`src/rtl/operand_bank_loader_pkg.sv`:
```
// Shared constants and state encoding for the 25-operand bank loader.
package operand_bank_loader_pkg;
   localparam int N_WORDS   = 25;
   localparam int WORD_W    = 32;
   localparam int ADDR_W    = 32;
   localparam int ADDR_STEP = 4;
   localparam int IDX_W     = $clog2(N_WORDS);

   typedef enum logic [1:0] {
      ST_IDLE = 2'd0,
      ST_REQ  = 2'd1,
      ST_WAIT = 2'd2,
      ST_DONE = 2'd3
   } state_t;
endpackage

```
`src/rtl/operand_bank_loader_if.sv`:
```
// Memory read port plus flat operand bus; master is the loader, slave is memory/consumer side.
interface operand_bank_loader_if;
   import operand_bank_loader_pkg::*;

   logic                        start;
   logic [ADDR_W-1:0]           base_addr;
   logic                        mem_rd;
   logic [ADDR_W-1:0]           mem_addr;
   logic [WORD_W-1:0]           mem_rdata;
   logic                        mem_rvalid;
   logic                        busy;
   logic                        done;
   logic                        bank_valid;
   logic [N_WORDS*WORD_W-1:0]   d_flat;

   modport master (
      input  start, base_addr, mem_rdata, mem_rvalid,
      output mem_rd, mem_addr, busy, done, bank_valid, d_flat
   );

   modport slave (
      output start, base_addr, mem_rdata, mem_rvalid,
      input  mem_rd, mem_addr, busy, done, bank_valid, d_flat
   );
endinterface

```
`src/rtl/operand_bank_loader.sv`:
```
// Fetches N_WORDS words one read at a time into a register bank; done at cycle 2*N_WORDS+1 with 1-cycle memory.
// Memory latency stalls in WAIT indefinitely; start while busy is dropped.
module operand_bank_loader
   import operand_bank_loader_pkg::*;
(
   input  logic                  clk,
   input  logic                  rst,
   operand_bank_loader_if.master bus
);
   localparam logic [IDX_W-1:0]  LAST_IDX = IDX_W'(N_WORDS - 1);
   localparam logic [ADDR_W-1:0] STEP     = ADDR_W'(ADDR_STEP);

   state_t              state;
   logic [IDX_W-1:0]    index;
   logic [ADDR_W-1:0]   addr_reg;
   logic [ADDR_W-1:0]   addr_next;
   logic                capture;
   logic [WORD_W-1:0]   bank [N_WORDS];

   assign capture   = (state == ST_WAIT) && bus.mem_rvalid;
   assign addr_next = addr_reg + STEP;

   // Outputs are registered, so they are loaded on the transition into each state.
   always_ff @(posedge clk or posedge rst) begin
      if (rst) begin
         state          <= ST_IDLE;
         index          <= '0;
         addr_reg       <= '0;
         bus.mem_rd     <= 1'b0;
         bus.mem_addr   <= '0;
         bus.busy       <= 1'b0;
         bus.done       <= 1'b0;
         bus.bank_valid <= 1'b0;
      end else begin
         case (state)
            ST_IDLE: begin
               if (bus.start) begin
                  state          <= ST_REQ;
                  index          <= '0;
                  addr_reg       <= bus.base_addr;
                  bus.bank_valid <= 1'b0;
                  bus.busy       <= 1'b1;
                  bus.mem_rd     <= 1'b1;
                  bus.mem_addr   <= bus.base_addr;
               end
            end
            ST_REQ: begin
               bus.mem_rd <= 1'b0;
               state      <= ST_WAIT;
            end
            ST_WAIT: begin
               if (bus.mem_rvalid) begin
                  addr_reg <= addr_next;
                  if (index == LAST_IDX) begin
                     state          <= ST_DONE;
                     bus.done       <= 1'b1;
                     bus.bank_valid <= 1'b1;
                  end else begin
                     index        <= index + 1'b1;
                     state        <= ST_REQ;
                     bus.mem_rd   <= 1'b1;
                     bus.mem_addr <= addr_next;
                  end
               end
            end
            ST_DONE: begin
               bus.done <= 1'b0;
               bus.busy <= 1'b0;
               state    <= ST_IDLE;
            end
            default: state <= ST_IDLE;
         endcase
      end
   end

   for (genvar i = 0; i < N_WORDS; i++) begin : g_slot
      logic slot_we;
      assign slot_we = capture && (index == IDX_W'(i));

      always_ff @(posedge clk or posedge rst) begin
         if (rst)
            bank[i] <= '0;
         else if (slot_we)
            bank[i] <= bus.mem_rdata;
      end

      assign bus.d_flat[i*WORD_W +: WORD_W] = bank[i];
   end
endmodule
```
`src/flat_wrapper.sv`:
```
// flat-port wrapper written by rule: the top's interface ports become plain ports
module operand_bank_loader_flat import operand_bank_loader_pkg::*;
  (clk, rst, bus_start, bus_base_addr, bus_mem_rdata, bus_mem_rvalid, bus_mem_rd, bus_mem_addr, bus_busy, bus_done, bus_bank_valid, bus_d_flat);
  operand_bank_loader_if bus_i ();
  input  logic clk;
  input  logic rst;
  input wire logic [$bits(bus_i.start)-1:0] bus_start;
  input wire logic [$bits(bus_i.base_addr)-1:0] bus_base_addr;
  input wire logic [$bits(bus_i.mem_rdata)-1:0] bus_mem_rdata;
  input wire logic [$bits(bus_i.mem_rvalid)-1:0] bus_mem_rvalid;
  output wire logic [$bits(bus_i.mem_rd)-1:0] bus_mem_rd;
  output wire logic [$bits(bus_i.mem_addr)-1:0] bus_mem_addr;
  output wire logic [$bits(bus_i.busy)-1:0] bus_busy;
  output wire logic [$bits(bus_i.done)-1:0] bus_done;
  output wire logic [$bits(bus_i.bank_valid)-1:0] bus_bank_valid;
  output wire logic [$bits(bus_i.d_flat)-1:0] bus_d_flat;
  assign bus_i.start = bus_start;
  assign bus_i.base_addr = bus_base_addr;
  assign bus_i.mem_rdata = bus_mem_rdata;
  assign bus_i.mem_rvalid = bus_mem_rvalid;
  assign bus_mem_rd = bus_i.mem_rd;
  assign bus_mem_addr = bus_i.mem_addr;
  assign bus_busy = bus_i.busy;
  assign bus_done = bus_i.done;
  assign bus_bank_valid = bus_i.bank_valid;
  assign bus_d_flat = bus_i.d_flat;
  operand_bank_loader u_core (.clk(clk), .rst(rst), .bus(bus_i));
endmodule
```
`config.mk`:
```
export PLATFORM = sky130hd
export DESIGN_NAME = operand_bank_loader_flat
export DESIGN_NICKNAME = d
export VERILOG_FILES = /design/src/rtl/operand_bank_loader_pkg.sv /design/src/rtl/operand_bank_loader_if.sv /design/src/rtl/operand_bank_loader.sv /design/src/flat_wrapper.sv
export SDC_FILE = /design/constraint.sdc
export NUM_CORES = 1
export LEC_CHECK = 0
export BUFFER_PORTS_ARGS = -buffer_cell sky130_fd_sc_hd__buf_4
export CORE_AREA = 2 2 354 356
export DETAILED_ROUTE_END_ITERATION = 8
export DIE_AREA = 0 0 356 358
export GPL_ROUTABILITY_DRIVEN = 0
export PLACE_DENSITY = 0.47
export SLEW_MARGIN = 20
export SYNTH_ARGS = -nofsm -noshare
export SYNTH_HDL_FRONTEND = slang
export SYNTH_SLANG_ARGS = --single-unit
```
`constraint.sdc`:
```
create_clock -name clk -period 32.1 [get_ports clk]
set_clock_uncertainty 0.1 [all_clocks]
set_input_delay 0 -clock clk [delete_from_list [all_inputs] [get_ports clk]]
set_output_delay 0 -clock clk [all_outputs]
set_load 0.05 [all_outputs]
```
# After elaboration in Yosys (flattened, before gate mapping)
# Index checks and enable logic that the tools add are counted.
# totals
ff_bits	875
in_bits	68
wordCells	129
# classes
add_sub_neg	2
eq_ne	31
muxes	24
reduce_logical	39
# op_table
cell	n
$mux W32	4
$pmux W32 S2	2
$eq A5 B5 Y1 const B	9
$eq A5 B4 Y1 const B	8
$add A32 B3 Y32 const B	1
$logic_and A1 B1 Y1	26
$eq A5 B3 Y1 const B	4
$mux W5	3
$reduce_and A4 Y1	3
$eq A5 B2 Y1 const B	2
$pmux W5 S2	1
$ne A2 B2 Y1 const B	4
$pmux W2 S4	1
$mux W1	6
$mux W2	3
$pmux W1 S2	3
$reduce_and A3 Y1	2
$reduce_bool A2 Y1	3
$add A5 B1 Y5 const B	1
$eq A5 B1 Y1 const B	1
$logic_not A5 Y1	1
$eq A2 B2 Y1 const B	2
$reduce_and A2 Y1	2
$pmux W1 S3	1
other kinds (3)	3

# Logic depth before layout (Yosys ltp)
# logic_depth
word_depth	4
mapped_depth	8
mapped_depth_nobuf	7

# Worst setup path after synthesis
# OpenSTA, ideal clock, no wires.
# synth_timing
kind	reg-to-reg
startpoint	reg u_core.state[0]
endpoint	reg u_core.bank, in the netlist u_core.bus.d_flat[435]
setup_ps	128
arrival_time_ps	1852
slack_ps	30020
path_stages_with_launch	9
n_path_buf	3
synth_period_minus_slack_ps	2080
cell_sequence	dfrtp_1 > buf_2 > and2b_1 > nand2_1 > buf_4 > nor3b_4 > nand3_1 > buf_2 > mux2_1
# synth_between
elab_chain_len	3
# synth_lines
element	line_no	text
start, declared	operand_bank_loader.sv:13	state_t state;
start signal, assigned	operand_bank_loader.sv:26	state <= ST_IDLE;
start signal, assigned	operand_bank_loader.sv:38	state <= ST_REQ;
start signal, assigned	operand_bank_loader.sv:49	state <= ST_WAIT;
$eq A2 B2 Y1	operand_bank_loader.sv:20	assign capture = (state == ST_WAIT) && bus.mem_rvalid;
$logic_and A1 B1 Y1	operand_bank_loader.sv:20	
$logic_and A1 B1 Y1	operand_bank_loader.sv:78	assign slot_we = capture && (index == IDX_W'(i));
end signal, assigned by index	operand_bank_loader.sv:84	bank[i] <= bus.mem_rdata;
end, declared	operand_bank_loader.sv:18	logic [WORD_W-1:0] bank [N_WORDS];
# No other way between the ends.
# A chain may end at the register's enable or synchronous reset.

==> impl_metrics.env <==
export IMPL_status="complete, no violations"
export IMPL_drive_gt1_share_pct=58.7
export IMPL_final_common_cell="buf_4"
export IMPL_hold_start="bus_base_addr[24]"
export IMPL_grt_usage_pct=20.1
export IMPL_regArea_mm2=0.0219
export IMPL_instances_no_fill=4918
export IMPL_drv_slew=0
export IMPL_grt_first_pass_wirelength_um=183000
export IMPL_synthMuxAreaShare_pct=26.8
export IMPL_tightest_slew_ps=1100
export IMPL_relSlewSlack_pct=26.6
export IMPL_synth_ff_type="dfrtp_1"
export IMPL_die_area_mm2=0.127
export IMPL_vias=22900
export IMPL_clock_sinks=875
export IMPL_cts_tree="built"
export IMPL_critPathLaunchType="primary input"
export IMPL_synth_edff_count=0
export IMPL_synthArstFlopShare_pct=100
export IMPL_yosys_warnings=0
export IMPL_min_to="u_core.bus.mem_addr[24]"
export IMPL_viasPerCell=4.65
export IMPL_finalHoldViolCount=0
export IMPL_wl_um=132000
export IMPL_io_pins=904
export IMPL_fin_crit_sh_pct=15.2
export IMPL_grt_overflow=0
export IMPL_coreArea_mm2=0.123
export IMPL_drt_iter0_markers=1277
export IMPL_final_cell_mix="941 x buf_4, 875 x dfrtp_1, 798 x mux2_2, 101 x clkbuf_16, 80 x dlygate4sd3_1"
export IMPL_fmax_ghz=0.205
export IMPL_grt_max_degree=140
export IMPL_final_core_util_pct=37.7
export IMPL_critPathKind="primary input to async pin"
export IMPL_rr_worst_depth=6
export IMPL_hold_buffers=79
export IMPL_numCtsBuffers=99
export IMPL_die_w_um=356
export IMPL_maxCapViolCount=0
export IMPL_final_setup_viol_count=0
export IMPL_synthXorXnorAreaFrac_pct=0.644
export IMPL_min_path_cells=4
export IMPL_cp_required_ps=32690
export IMPL_synth_adder_area_share_pct=0.221
export IMPL_cp_end_kind="async pin"
export IMPL_nFillCells=11900
export IMPL_drtPass1Iterations=5
export IMPL_yosys_area_share_simple_pct=3.10
export IMPL_combPwrFrac_pct=27.5
export IMPL_synthDistinctLibCells=58
export IMPL_ys_ff_latch=875
export IMPL_hpwl_um=90100
export IMPL_syn_area_mm2=0.0340
export IMPL_fin_ws_ps=27220
export IMPL_remaining_drc_errors=0
export IMPL_grt_pass1_vias=23900
export IMPL_rr_startpoint="u_core.state[1]"
export IMPL_hp_class="primary input to flop"
export IMPL_die_h_um=358
export IMPL_r2r_end="u_core.bus.d_flat[111]"
export IMPL_p_int_uw=2190
export IMPL_p_switching_uw=1220
export IMPL_ir_drop_mv=0.0448
export IMPL_initial_core_util_pct=27.6
export IMPL_arrival_ps=5470
export IMPL_dp_cells=4649
export IMPL_r2r_slack_ps=28080
export IMPL_grt_setup_unrepaired="false"
export IMPL_postCtsSetupBuffers=0
export IMPL_multi_input_area_mm2=0.0113
export IMPL_insertion_delay_ps=670
export IMPL_io_buffers=903
export IMPL_power_uw=3410
export IMPL_largest_register_ffs=800
export IMPL_pre_cts_slack_ps=26500
export IMPL_fin_tns_setup_ps=0
export IMPL_cts_resized=0
export IMPL_synth_nets=2324
export IMPL_area_growth_pct=36.9
export IMPL_nets=3268
export IMPL_drtAntennaViolNets=0
export IMPL_leakage_uw=0.0244
export IMPL_netlist_instances=2250
export IMPL_seqPwrFrac_pct=39.1
export IMPL_cts_root_buf="clkbuf_16"
export IMPL_cp_max_fo=83
export IMPL_htreeDepth=3
export IMPL_synth_area_per_cell_um2=15.1
export IMPL_power_density_mw_per_mm2=73.2
export IMPL_synth_top_family_by_area="multiplexers"
export IMPL_switching_share_pct=35.8
export IMPL_avgRoutedWirePerCell_um=26.9
export IMPL_clock_path_buffers=3
export IMPL_synth_compound_area_share_pct=2.40
export IMPL_antenna_found_initial=11
export IMPL_fin_crit_ps=4880
export IMPL_ys_seq_area_share_pct=64.4
export IMPL_cts_clk_slew_worst_paths_ps=60
export IMPL_rows=129
export IMPL_pwr_share_clk_pct=33.4
==> metrics by stage <==
stage / cell area, um2 / hold WS (ps)
after CTS: 46500 / 3.74
after detailed placement: 42400 / 140
after floorplan: 34000 / 29.1
final: 46500 / 65.6
after global placement: 42400 / 141
after global routing: 46500 / 43.8
==> cell type report <==
class | count | share of cell area [%]
diodes | 9 | 0.0484
clock buffers | 156 | 6.29
clock inverters | 23 | 0.664
inverters | 14 | 0.129
multi-input cells | 1180 | 24.4
flip-flops and latches | 875 | 47.1
well taps | 1637 | 4.40
repair buffers | 1024 | 17.0
==> worst max-delay path, stage by stage <==
cell and delay, ps:
dlygate4sd3_1 530, dlygate4sd3_1 560, buf_4 160, inv_8 250
buf_4 670, buf_4 780, buf_4 830, buf_6 690
buf_4 740
==> cell usage after synthesis, drive strengths merged, types with 3 or more instances <==
master,count,area (um2)
a21oi,24,120
a22oi,15,113
a2bb2oi,4,35.0
a31oi,10,62.6
and2,3,18.8
and3,7,43.8
buf,90,423
clkbuf,91,342
dfrtp,875,21900
ha,6,75.1
inv,14,52.6
mux2,806,9080
mux2i,3,30.0
nand2,62,233
nand3,30,150
nand3b,4,30.0
nand4,15,100
nor2,55,206
nor3,12,71.3
nor3b,4,51.3
nor4,6,58.8
o21ai,44,220
o22a,4,35.0
o22ai,5,31.3
o31ai,7,52.6
or3,4,25.0
xnor2,8,70.1
xor2,17,149
==> logic make-up after synthesis <==
logic type,Yosys count
flops,875
mux,809
simple gates,210
buf+inv,195
compound gates,130
xor+xnor,25
fa+ha+maj,6
==> power groups by stage <==
stage / Clock, uW / Combinational (uW) / Sequential (uW)
global placement: 0 / 926 / 1340
detailed placement: 0 / 931 / 1350
CTS: 1170 / 946 / 1330
finish: 1140 / 936 / 1330
floorplan: 0 / 246 / 1700
global route: 1220 / 982 / 1350
==> layer usage <==
metal | up-vias | GRT usage (%) | part of all wire (%)
li1 | 9848 | - | -
met4 | 0 | 8.36 | 4.1
met1 | 12000 | 23.6 | 39
met5 | - | 0 | 0
met3 | 212 | 5.02 | 6.5
met2 | 773 | 35.0 | 51
==> worst max path at each step <==
stage,startpoint,endpoint,slack (ps)
after global placement,rst,u_core.bus.d_flat[310],26740
final,rst,u_core.bus.d_flat[312],27220
after CTS,rst,u_core.bus.d_flat[311],26710
after floorplan,rst,u_core.addr_reg[0],7410
after detailed placement,rst,u_core.bus.d_flat[311],26500
after global routing,rst,u_core.bus.d_flat[312],26440
No activity file was read; power rests on OpenSTA's default activity.
